$ cat src/rtl/spi_ram_pkg.sv
// spi_ram_pkg: shared constants for the SPI/host RAM arbiter.
//   - SPI command field encodings (rx_data[DATA_W+1:DATA_W])
//   - arbiter FSM state encodings
//   - requester (owner) encodings
package spi_ram_pkg;

  // SPI command field
  localparam logic [1:0] CMD_WR_ADDR = 2'b00;  // load write address
  localparam logic [1:0] CMD_WR_DATA = 2'b01;  // queue write at wr_addr
  localparam logic [1:0] CMD_RD_ADDR = 2'b10;  // load read address
  localparam logic [1:0] CMD_RD_DATA = 2'b11;  // queue read at rd_addr

  // Arbiter FSM states
  typedef logic [1:0] state_t;
  localparam state_t ST_IDLE  = 2'd0;
  localparam state_t ST_ISSUE = 2'd1;
  localparam state_t ST_RESP  = 2'd2;

  // Requester that owns the RAM for the current operation
  typedef logic owner_t;
  localparam owner_t OWNER_SPI  = 1'b0;
  localparam owner_t OWNER_HOST = 1'b1;

endpackage

$ cat src/rtl/spi_cmd_decoder.sv
// spi_cmd_decoder: decodes SPI command words, keeps the write/read address
// registers and a one-entry pending slot for SPI memory operations.
//
// Ports:
//   clk, rst        clock, synchronous active-high reset
//   rx_data         {cmd[1:0], payload[DATA_W-1:0]}
//   rx_valid        single-cycle strobe, rx_data valid
//   slot_clear      the arbiter is issuing the pending slot this cycle
//   slot_valid      a memory op is pending
//   slot_we         pending op is a write
//   slot_addr       address snapshotted when the op was accepted
//   slot_wdata      write data of the pending op
//   spi_ovf         sticky: a memory command arrived while the slot was full
module spi_cmd_decoder
  import spi_ram_pkg::*;
#(
  parameter int ADDR_SIZE = 8,
  parameter int DATA_W    = 8
) (
  input  logic                 clk,
  input  logic                 rst,
  input  logic [DATA_W+1:0]    rx_data,
  input  logic                 rx_valid,
  input  logic                 slot_clear,
  output logic                 slot_valid,
  output logic                 slot_we,
  output logic [ADDR_SIZE-1:0] slot_addr,
  output logic [DATA_W-1:0]    slot_wdata,
  output logic                 spi_ovf
);

  logic [ADDR_SIZE-1:0] wr_addr_q, wr_addr_d;
  logic [ADDR_SIZE-1:0] rd_addr_q, rd_addr_d;
  logic                 slot_valid_q, slot_valid_d;
  logic                 slot_we_q, slot_we_d;
  logic [ADDR_SIZE-1:0] slot_addr_q, slot_addr_d;
  logic [DATA_W-1:0]    slot_wdata_q, slot_wdata_d;
  logic                 ovf_q, ovf_d;

  logic [1:0]           cmd;
  logic [DATA_W-1:0]    payload;

  assign cmd     = rx_data[DATA_W+1:DATA_W];
  assign payload = rx_data[DATA_W-1:0];

  always_comb begin
    wr_addr_d    = wr_addr_q;
    rd_addr_d    = rd_addr_q;
    slot_valid_d = slot_valid_q;
    slot_we_d    = slot_we_q;
    slot_addr_d  = slot_addr_q;
    slot_wdata_d = slot_wdata_q;
    ovf_d        = ovf_q;

    if (slot_clear) begin
      slot_valid_d = 1'b0;
    end

    if (rx_valid) begin
      case (cmd)
        CMD_WR_ADDR: wr_addr_d = payload[ADDR_SIZE-1:0];
        CMD_RD_ADDR: rd_addr_d = payload[ADDR_SIZE-1:0];
        default: begin
          // A slot being issued this cycle counts as free, so back-to-back
          // commands that line up with the issue are not lost.
          if (slot_valid_q && !slot_clear) begin
            ovf_d = 1'b1;
          end else begin
            slot_valid_d = 1'b1;
            slot_we_d    = (cmd == CMD_WR_DATA);
            // Address is captured now; later 00/10 commands leave it alone.
            slot_addr_d  = (cmd == CMD_WR_DATA) ? wr_addr_q : rd_addr_q;
            slot_wdata_d = payload;
          end
        end
      endcase
    end
  end

  always_ff @(posedge clk) begin
    if (rst) begin
      wr_addr_q    <= '0;
      rd_addr_q    <= '0;
      slot_valid_q <= 1'b0;
      slot_we_q    <= 1'b0;
      slot_addr_q  <= '0;
      slot_wdata_q <= '0;
      ovf_q        <= 1'b0;
    end else begin
      wr_addr_q    <= wr_addr_d;
      rd_addr_q    <= rd_addr_d;
      slot_valid_q <= slot_valid_d;
      slot_we_q    <= slot_we_d;
      slot_addr_q  <= slot_addr_d;
      slot_wdata_q <= slot_wdata_d;
      ovf_q        <= ovf_d;
    end
  end

  assign slot_valid = slot_valid_q;
  assign slot_we    = slot_we_q;
  assign slot_addr  = slot_addr_q;
  assign slot_wdata = slot_wdata_q;
  assign spi_ovf    = ovf_q;

endmodule

$ cat src/rtl/spi_ram_arbiter.sv
// spi_ram_arbiter: shares a single-port synchronous RAM between the SPI
// command path and a local host port, with round-robin arbitration.
//
// Handshakes: rx_valid is a one-cycle strobe with no backpressure (overflow
// drops the command and sets spi_ovf). host_req is a level held stable with
// we/addr/wdata until the one-cycle host_gnt; the request is consumed in the
// gnt cycle. tx_valid and host_rvalid are one-cycle strobes qualifying
// tx_data and host_rdata.
//
// Ports:
//   clk, rst                       clock, synchronous active-high reset
//   rx_data, rx_valid              SPI command word in
//   tx_data, tx_valid              SPI read-return byte out
//   spi_ovf                        sticky SPI command drop flag
//   host_req/we/addr/wdata         host request
//   host_gnt                       host op issued to the RAM this cycle
//   host_rdata, host_rvalid        host read return
//   mem_en/we/addr/wdata           RAM control out
//   mem_rdata                      RAM read data, valid the cycle after a read
module spi_ram_arbiter
  import spi_ram_pkg::*;
#(
  parameter int ADDR_SIZE = 8,
  parameter int MEM_DEPTH = 256,
  parameter int DATA_W    = 8
) (
  input  logic                 clk,
  input  logic                 rst,
  input  logic [DATA_W+1:0]    rx_data,
  input  logic                 rx_valid,
  output logic [DATA_W-1:0]    tx_data,
  output logic                 tx_valid,
  output logic                 spi_ovf,
  input  logic                 host_req,
  input  logic                 host_we,
  input  logic [ADDR_SIZE-1:0] host_addr,
  input  logic [DATA_W-1:0]    host_wdata,
  output logic                 host_gnt,
  output logic [DATA_W-1:0]    host_rdata,
  output logic                 host_rvalid,
  output logic                 mem_en,
  output logic                 mem_we,
  output logic [ADDR_SIZE-1:0] mem_addr,
  output logic [DATA_W-1:0]    mem_wdata,
  input  logic [DATA_W-1:0]    mem_rdata
);

  if (MEM_DEPTH != (1 << ADDR_SIZE)) begin : g_bad_depth
    $error("MEM_DEPTH must equal 2**ADDR_SIZE");
  end

  state_t               state_q, state_d;
  owner_t               last_owner_q, last_owner_d;
  logic                 mem_we_q, mem_we_d;
  logic [ADDR_SIZE-1:0] mem_addr_q, mem_addr_d;
  logic [DATA_W-1:0]    mem_wdata_q, mem_wdata_d;
  logic [DATA_W-1:0]    tx_data_q, tx_data_d;
  logic                 tx_valid_q, tx_valid_d;
  logic [DATA_W-1:0]    host_rdata_q, host_rdata_d;
  logic                 host_rvalid_q, host_rvalid_d;

  logic                 slot_valid;
  logic                 slot_we;
  logic [ADDR_SIZE-1:0] slot_addr;
  logic [DATA_W-1:0]    slot_wdata;
  logic                 slot_clear;
  logic                 pick_spi;

  spi_cmd_decoder #(
    .ADDR_SIZE (ADDR_SIZE),
    .DATA_W    (DATA_W)
  ) u_dec (
    .clk        (clk),
    .rst        (rst),
    .rx_data    (rx_data),
    .rx_valid   (rx_valid),
    .slot_clear (slot_clear),
    .slot_valid (slot_valid),
    .slot_we    (slot_we),
    .slot_addr  (slot_addr),
    .slot_wdata (slot_wdata),
    .spi_ovf    (spi_ovf)
  );

  // last_owner_q doubles as the owner of the op in ISSUE/RESP.
  assign slot_clear = (state_q == ST_ISSUE) && (last_owner_q == OWNER_SPI);

  // Round-robin: under contention the requester that went last yields.
  assign pick_spi = slot_valid && (!host_req || (last_owner_q == OWNER_HOST));

  always_comb begin
    state_d       = state_q;
    last_owner_d  = last_owner_q;
    mem_we_d      = mem_we_q;
    mem_addr_d    = mem_addr_q;
    mem_wdata_d   = mem_wdata_q;
    tx_data_d     = tx_data_q;
    tx_valid_d    = 1'b0;
    host_rdata_d  = host_rdata_q;
    host_rvalid_d = 1'b0;

    case (state_q)
      ST_IDLE: begin
        if (pick_spi) begin
          state_d      = ST_ISSUE;
          last_owner_d = OWNER_SPI;
          mem_we_d     = slot_we;
          mem_addr_d   = slot_addr;
          mem_wdata_d  = slot_wdata;
        end else if (host_req) begin
          state_d      = ST_ISSUE;
          last_owner_d = OWNER_HOST;
          mem_we_d     = host_we;
          mem_addr_d   = host_addr;
          mem_wdata_d  = host_wdata;
        end
      end
      ST_ISSUE: begin
        state_d = mem_we_q ? ST_IDLE : ST_RESP;
      end
      ST_RESP: begin
        state_d = ST_IDLE;
        if (last_owner_q == OWNER_SPI) begin
          tx_data_d  = mem_rdata;
          tx_valid_d = 1'b1;
        end else begin
          host_rdata_d  = mem_rdata;
          host_rvalid_d = 1'b1;
        end
      end
      default: state_d = ST_IDLE;
    endcase
  end

  always_ff @(posedge clk) begin
    if (rst) begin
      state_q       <= ST_IDLE;
      last_owner_q  <= OWNER_HOST;
      mem_we_q      <= 1'b0;
      mem_addr_q    <= '0;
      mem_wdata_q   <= '0;
      tx_data_q     <= '0;
      tx_valid_q    <= 1'b0;
      host_rdata_q  <= '0;
      host_rvalid_q <= 1'b0;
    end else begin
      state_q       <= state_d;
      last_owner_q  <= last_owner_d;
      mem_we_q      <= mem_we_d;
      mem_addr_q    <= mem_addr_d;
      mem_wdata_q   <= mem_wdata_d;
      tx_data_q     <= tx_data_d;
      tx_valid_q    <= tx_valid_d;
      host_rdata_q  <= host_rdata_d;
      host_rvalid_q <= host_rvalid_d;
    end
  end

  assign mem_en      = (state_q == ST_ISSUE);
  assign mem_we      = mem_we_q;
  assign mem_addr    = mem_addr_q;
  assign mem_wdata   = mem_wdata_q;
  assign host_gnt    = (state_q == ST_ISSUE) && (last_owner_q == OWNER_HOST);
  assign host_rdata  = host_rdata_q;
  assign host_rvalid = host_rvalid_q;
  assign tx_data     = tx_data_q;
  assign tx_valid    = tx_valid_q;

endmodule

$ cat config.mk
export PLATFORM = sky130hd
export DESIGN_NAME = spi_ram_arbiter
export DESIGN_NICKNAME = d
export VERILOG_FILES = /design/src/rtl/spi_ram_pkg.sv /design/src/rtl/spi_cmd_decoder.sv /design/src/rtl/spi_ram_arbiter.sv
export SDC_FILE = /design/constraint.sdc
export NUM_CORES = 1
export LEC_CHECK = 0
export ABC_AREA = 1
export ABC_CLOCK_PERIOD_IN_PS = 2980
export CAP_MARGIN = 20
export CORE_MARGIN = 5
export CORE_UTILIZATION = 43
export DETAILED_ROUTE_END_ITERATION = 7
export GPL_TIMING_DRIVEN = 1
export PLACE_DENSITY = 0.71
export SYNTH_ARGS = -nofsm -noshare
export SYNTH_HDL_FRONTEND = slang
export SYNTH_SLANG_ARGS = --single-unit
export TNS_END_PERCENT = 1
$ cat constraint.sdc
create_clock -name clk -period 2.98 [get_ports clk]
set_clock_uncertainty 0.2 [all_clocks]
set_input_delay 0.596 -clock clk [delete_from_list [all_inputs] [get_ports clk]]
set_output_delay 0.596 -clock clk [all_outputs]
set_load 0.02 [all_outputs]
==> metrics.md, run 1 <==
| Metric | Value |
|---|---|
| Run status | completed |
| Die width | around 94 µm |
| YS warnings | 0 |
| CTS buffer count | 9 |
| Drt drc | 0 |
| CTS tree | done |
| Register Area | 0.00146 mm² |
| Total power | 0.00222 W |
| Worst-path clk slew | 0.08 ns |
| Fin crit period | 2.56 ns |
| Worst-Skew Late Latency | 0.33 ns |
| CP peak stage delay | 0.61 ns |
| RSZ-0062 raised after global routing | false |
| Data required, critical path | 2.18 ns |
| Pins Over Slew Limit | 0 |
| Cell Count, Final, Fillers Out | approximately 600 |
| Pre-CTS setup slack | 0.661 ns |
| Max VDD drop | roughly 0.00024 V |
| CP delay by family, top | buffers and inverters |
| Area grow syn2layout | 32.2% |
| Setup ws final | 0.421 ns |
| WL final | 6950 µm |
| Final setup violating endpoints | 0 |
| Worst Tran Pin Value | 0.564 ns |
| Syn_area_per_cell | 7.02 µm² |
| Multi-input logic area | 0.00125 mm² |
| HPWL Detailed | about 4900 µm |
| IO Port Bufs | 76 |
| Initial antenna violation count | 0 |
| Total negative slack | 0 ns |
| Number of global-route vias before repair | 2502 |
| Antenna Cells | 0 |
| Final hold viol count | 0 |
| Worst-path cell chain | inv_1 > nor2_1 > inv_1 > nor2_1 > clkdlybuf4s50_1 |
| Seq/Total Area, Yosys | 0.478 |
| Hold Buf Count CTS | 0 |
| First-pass GRT wire length | approximately 11000 µm |
| Cell area after synthesis | 0.00306 mm² |
| Post-Place Cells | about 600 |
| CTS-repair resized insts | 0 |
| Buffer and inverter count on the worst path | 3 |
| # rows | 30 |
| Net Count, Synth | 475 |
| Highest clock rate | ~390 MHz |
| Tcrit/Tclk final | 0.859 |
| Clock Tree Root | clkbuf_8 |
| Full die area | slightly below 0.009 mm² |
| Worst-path maximum fanout | 4 |
| H-tree depth | 3 |
| Max cap viols | 0 |
| Largest net degree at the start of global routing | 53 |
| Clock buffer depth | 2 |
| Via-per-instance ratio | between 4 and 5 |
| Sink Count | 73 |
| Power per cell area | 549 mW/mm² |
| Core Area | 0.00687 mm² |
| Hold Path Class | reg -> reg |
| Register bit total from synthesis | 73 |
| Post-CTS setup buffers | 0 |
| Wirelength per Cell | 11.4 µm |
| Setup crit start kind | flip-flop |
| Mapped Cells | 436 |
| Setup CP Type | reg -> out |
| Final ANT Viol Nets | 0 |
| Final Wtd Congestion | 0.760 |
| Vias | 2778 |
| CP arrival | 1.76 ns |
| Grt ovf | 0 |
| Pleak | 1.68 nW |
| Share of cells above drive strength 1 | 0.0489 |
| I/O pins | 77 |
| Final net count | 545 |
| Initial drt markers | 158 |
| Initial core utilization | 0.446 |
| Max_slew headroom | 0.623 |
| GRT Overall Usage | 0.157 |
| Die height | 94.4 µm |
| CP endpoint kind | output port |
| Worst path slowest cell | clkdlybuf4s50_1 |
| DR pass1 iterations | 5 |
| Synth cell types | 22 |
| # fillers | 682 |
-- metrics by stage --
step | util | hold slack, ns | instance area (µm²)
after global placement | 0.562 | 0.231 | 3860
final | 0.589 | 0.246 | 4050
after detailed placement | 0.562 | 0.236 | 3860
after floorplan | - | 0.225 | 3060
after CTS | 0.589 | 0.248 | 4050
after global routing | 0.589 | 0.270 | 4050
-- layout by cell type, fill, tap and decap left out --
| cell | count |
|---|---|
| clkbuf_8 | 9 |
| o211ai_1 | 1 |
| o21ai_1 | 17 |
| clkbuf_1 | 2 |
| clkinvlp_4 | 1 |
| nand2_1 | 73 |
| nor3_1 | 1 |
| a21oi_1 | 34 |
| nand3b_1 | 8 |
| a21oi_4 | 1 |
| o21a_1 | 1 |
| inv_2 | 3 |
| dfxtp_1 | 73 |
| clkdlybuf4s50_1 | 76 |
| clkinv_4 | 1 |
| nand3_1 | 4 |
| nand2_2 | 1 |
| buf_4 | 3 |
| nor2_2 | 1 |
| buf_12 | 1 |
| nor2_1 | 98 |
| nor3_4 | 1 |
| bufinv_16 | 1 |
| nor4_1 | 1 |
| clkinv_2 | 2 |
| inv_1 | 57 |
| o21ai_0 | 40 |
-- worst paths after layout --
kind / start / endpoint / slack [ns] / cells past startpoint
max: state_q[0] / host_gnt / 0.42 / 5
min: host_rdata[5] / host_rdata[5] / 0.25 / 2
max reg2reg: state_q[1] / tx_data[4] / 1.30 / 3
min reg2reg: host_rdata[5] / host_rdata[5] / 0.25 / 2
-- power breakdown --
group	internal [W]	switching (W)
clock	0.000386	0.000349
sequential	0.00104	0.0000362
combinational	0.000186	0.000222
-- metal layers --
| metal | vias up | track usage | part of all wire |
|---|---|---|---|
| met5 | - | 0 | 0 |
| met4 | 0 | 0.0469 | 0.012 |
| met3 | 9 | 0.0335 | 0.055 |
| met2 | 65 | 0.244 | 0.44 |
| met1 | 1213 | 0.220 | 0.49 |
| li1 | 1491 | - | - |
-- worst reg2reg max path: cells and delay by family (launching register included) --
family | cells | cell delay (ns)
flip-flops | 1 | 0.47
AND/OR/NAND/NOR | 1 | 0.46
AO/OA/AOI/OAI | 2 | 0.43
-- sequential cells by signal, summed over array words and instances, names as in the netlist, 2 cells and up --
name,cells
tx_data,8
host_rdata,8
state_q,2
u_dec.slot_wdata,8
mem_wdata,8
u_dec.rd_addr_q,8
u_dec.slot_addr,8
mem_addr,8
u_dec.wr_addr_q,8
-- area by class of cell --
type / instances / share of cell area
sequential: 73 / 0.361
clock inverter: 5 / 0.0139
multi-input combinational: 282 / 0.309
inverter: 60 / 0.0557
timing repair buffer: 80 / 0.199
clock buffer: 11 / 0.0325
tap: 96 / 0.0297
-- Yosys cell counts --
cell | number | area, µm²
buf_6 | 3 | 33.8
nor2_2 | 1 | 6.26
nand2_2 | 1 | 6.26
nor3_4 | 1 | 16.3
a21oi_4 | 1 | 16.3
nor4_1 | 1 | 6.26
dfxtp_1 | 73 | 1460
a21oi_1 | 34 | 170
buf_2 | 10 | 50.1
o21a_1 | 1 | 7.51
o21ai_1 | 17 | 85.1
buf_4 | 3 | 22.5
clkbuf_1 | 5 | 18.8
nor2_1 | 98 | 368
inv_2 | 3 | 11.3
o211ai_1 | 1 | 7.51
nand2_1 | 73 | 274
nand3b_1 | 8 | 60.1
nand3_1 | 4 | 20.0
nor3_1 | 1 | 5.00
inv_1 | 57 | 214
o21ai_0 | 40 | 200
-- logic make-up after synthesis --
family,count (synthesis),share of synthesized area
simple gates,188,0.249
compound gates,94,0.159
buf+inv,81,0.114
flops,73,0.478
(Power assumes the default switching activity.)
==> run 2, diff against run 1 <==
Settings changed: CORE_MARGIN 5 to 2.
==> metrics.md, run 2 (synthesis results as in run 1) <==
| Metric | Value |
|---|---|
| Hold worst-path end | host_rdata[6] |
| Hold Path Origin | host_rdata[6] |
| Worst-path maximum fanout | 4 (unchanged) |
| Worst-path cell chain | inv_1 > nor2_1 > inv_1 > nor2_1 > clkdlybuf4s50_1 |
| Drt drc | 0 (unchanged) |
| Seq pwr share | 0.487 (about the same) |
| Core Area | 0.00683 mm² (-0.55%) |
| Worst-path clk slew | 0.08 ns (about the same) |
| Max VDD drop | 0.000332 V (+39%) |
| DR pass1 iterations | 4 (-1) |
| Final ANT Viol Nets | 0 (unchanged) |
| R2r startpoint | state_q[1] |
| CP peak stage delay | 0.61 ns (about the same) |
| Sink Count | 73 (unchanged) |
| WL final | 6730 µm (-3.1%) |
| Hold Buf Count CTS | 0 (unchanged) |
| Data required, critical path | 2.18 ns (about the same) |
| Vias | 2717 (-2.2%) |
| Full die area | 0.00781 mm² (-12%) |
| Antenna Cells | 0 (unchanged) |
| Setup CP Type | reg -> out |
| Sw Share | 0.273 (about the same) |
| Final net count | 545 (unchanged) |
| Setup crit start kind | flip-flop |
| Via-per-instance ratio | 4.48 (-2.2%) |
| Switch Pwr | 0.000606 W (about the same) |
| Clock Tree Root | clkbuf_8 |
| CTS buffer count | 9 (unchanged) |
| Final hold viol count | 0 (unchanged) |
| # fillers | 680 (-0.29%) |
| R2R depth | 3 (unchanged) |
| I/O pins | 77 (unchanged) |
| Fin crit period | 2.57 ns (+0.0121 ns) |
| Number of global-route vias before repair | 2569 (+2.7%) |
| Initial antenna violation count | 0 (unchanged) |
| Final Wtd Congestion | 0.773 (+1.6%) |
| Area grow syn2layout | 32.2% (about the same) |
| Wirelength per Cell | 11.1 µm (-3.1%) |
| CP delay by family, top | buffers and inverters |
| Post-CTS setup buffers | 0 (unchanged) |
| Max cap viols | 0 (unchanged) |
| First-pass GRT wire length | 11200 µm (-1.9%) |
| Die height | 88.4 µm (-6.4%) |
| Pins Over Slew Limit | 0 (unchanged) |
| Hold path cells | 2 (unchanged) |
| # rows | 30 (unchanged) |
| Worst-Skew Late Latency | 0.33 ns (about the same) |
| Tcrit/Tclk final | 0.863 (+0.00407) |
| GRT Overall Usage | 0.180 (+0.0221) |
| Leading cell type in the layout, fill and taps excluded | nor2_1 |
| CP arrival | 1.77 ns (about the same) |
| H-tree depth | 3 (unchanged) |
| CTS tree | done |
| Final setup violating endpoints | 0 (unchanged) |
| Grt ovf | 0 (unchanged) |
| Hold Path Class | reg -> reg |
| CP endpoint kind | output port |
| Pleak | 1.69 nW (+0.39%) |
| Finished Core Util | 0.592 (+0.00305) |
| Initial core utilization | 0.448 (+0.00245) |
| Worst Tran Pin Value | 0.534 ns (-0.0298 ns) |
| Reg2Reg Setup Slack | 1.33 ns (+0.03 ns) |
| Clock buffer depth | 2 (unchanged) |
| Highest clock rate | 389 MHz (-0.47%) |
| Max_slew headroom | 0.643 (+0.0199) |
| Power per cell area | 548 mW/mm² (-0.15%) |
| Worst path slowest cell | clkdlybuf4s50_1 |
| Initial drt markers | 153 (-3.2%) |
| Power Internal | 0.00161 W (-0.21%) |
| Clock Power Share | 0.330 (about the same) |
| CTS-repair resized insts | 0 (unchanged) |
| RSZ-0062 raised after global routing | false |
| HPWL Detailed | 4790 µm (-2.2%) |
| Logic pwr share | 0.183 (about the same) |
| Run status | completed |
| Share of cells above drive strength 1 | 0.0509 (+0.00196) |
| Largest net degree at the start of global routing | 53 (unchanged) |
| Worst r2r dst | host_rdata[4] |
| Total negative slack | 0 ns (unchanged) |
| Most frequent cells in the layout | nor2_1 (98), clkdlybuf4s50_1 (76), nand2_1 (73), dfxtp_1 (73), inv_1 (57) |
| IO Port Bufs | 76 (unchanged) |
| Die width | 88.4 µm (-6.4%) |
| Buffer and inverter count on the worst path | 3 (unchanged) |
[run 2: cell count changes in the layout (fill, tap and decap cells not counted)]
cell        previous run  this run
clkinvlp_4             1         0
clkbuf_1               2         1
clkinv_2               2         4
[run 2: metrics by stage]
stage	hold slack, ns	area, µm²	power [W]	setup WS [ns]	instances
after detailed placement	0.238	3860	0.00151	0.660	591
after floorplan	0.225	3060	0.00135	0.995	436
after global routing	0.262	4050	0.00234	0.211	607
after global placement	0.234	3860	0.00150	0.740	591
after CTS	0.250	4050	0.00224	0.396	607
final	0.246	4050	0.00222	0.409	607
[run 2: final cells by class]
type / instances / area (µm²) / share of cell area
Clock buffer: 10 / 128 / 0.0315
Clock inverter: 6 / 58.8 / 0.0145
Inverter: 60 / 225 / 0.0557
Multi-Input combinational cell: 282 / 1250 / 0.309
Sequential cell: 73 / 1460 / 0.361
Tap cell: 96 / 120 / 0.0297
Timing Repair Buffer: 80 / 803 / 0.199
[run 2: power by group through the flow]
stage	sequential, W	clock (W)	combinational, W
final	0.00108	0.000732	0.000406
after floorplan	0.00114	0	0.000206
after global routing	0.00109	0.000798	0.000453
after CTS	0.00108	0.000754	0.000409
after global placement	0.00110	0	0.000400
after detailed placement	0.00110	0	0.000407
[run 2: worst min-delay path, delay by kind of cell, from the launching register on]
| kind | cells | cell delay, ns |
|---|---|---|
| flops | 1 | 0.31 |
| compound gates | 1 | 0.05 |
| buf+inv | 1 | 0.05 |
[run 2: per-layer routing]
metal / share of wire / wire length (µm) / GRT usage / vias up
li1: - / - / - / 1492
met5: 0 / 0 / 0 / -
met3: 0.047 / 316 / 0.0466 / 6
met1: 0.49 / 3320 / 0.244 / 1156
met2: 0.45 / 3010 / 0.273 / 63
met4: 0.013 / 89 / 0.0702 / 0
[run 2: worst max path at each step]
stage               start                  to  slack (ns)  cells after the start
4_1_cts        state_q[0]            host_gnt        0.40                      5
5_1_grt        state_q[0]            host_gnt        0.21                      5
3_3_place_gp          rst  u_dec.wr_addr_q[1]        0.74                      5
3_5_place_dp          rst  u_dec.wr_addr_q[4]        0.66                      5
6_report       state_q[0]            host_gnt        0.41                      5
2_1_floorplan  state_q[0]            host_gnt         1.0                      4
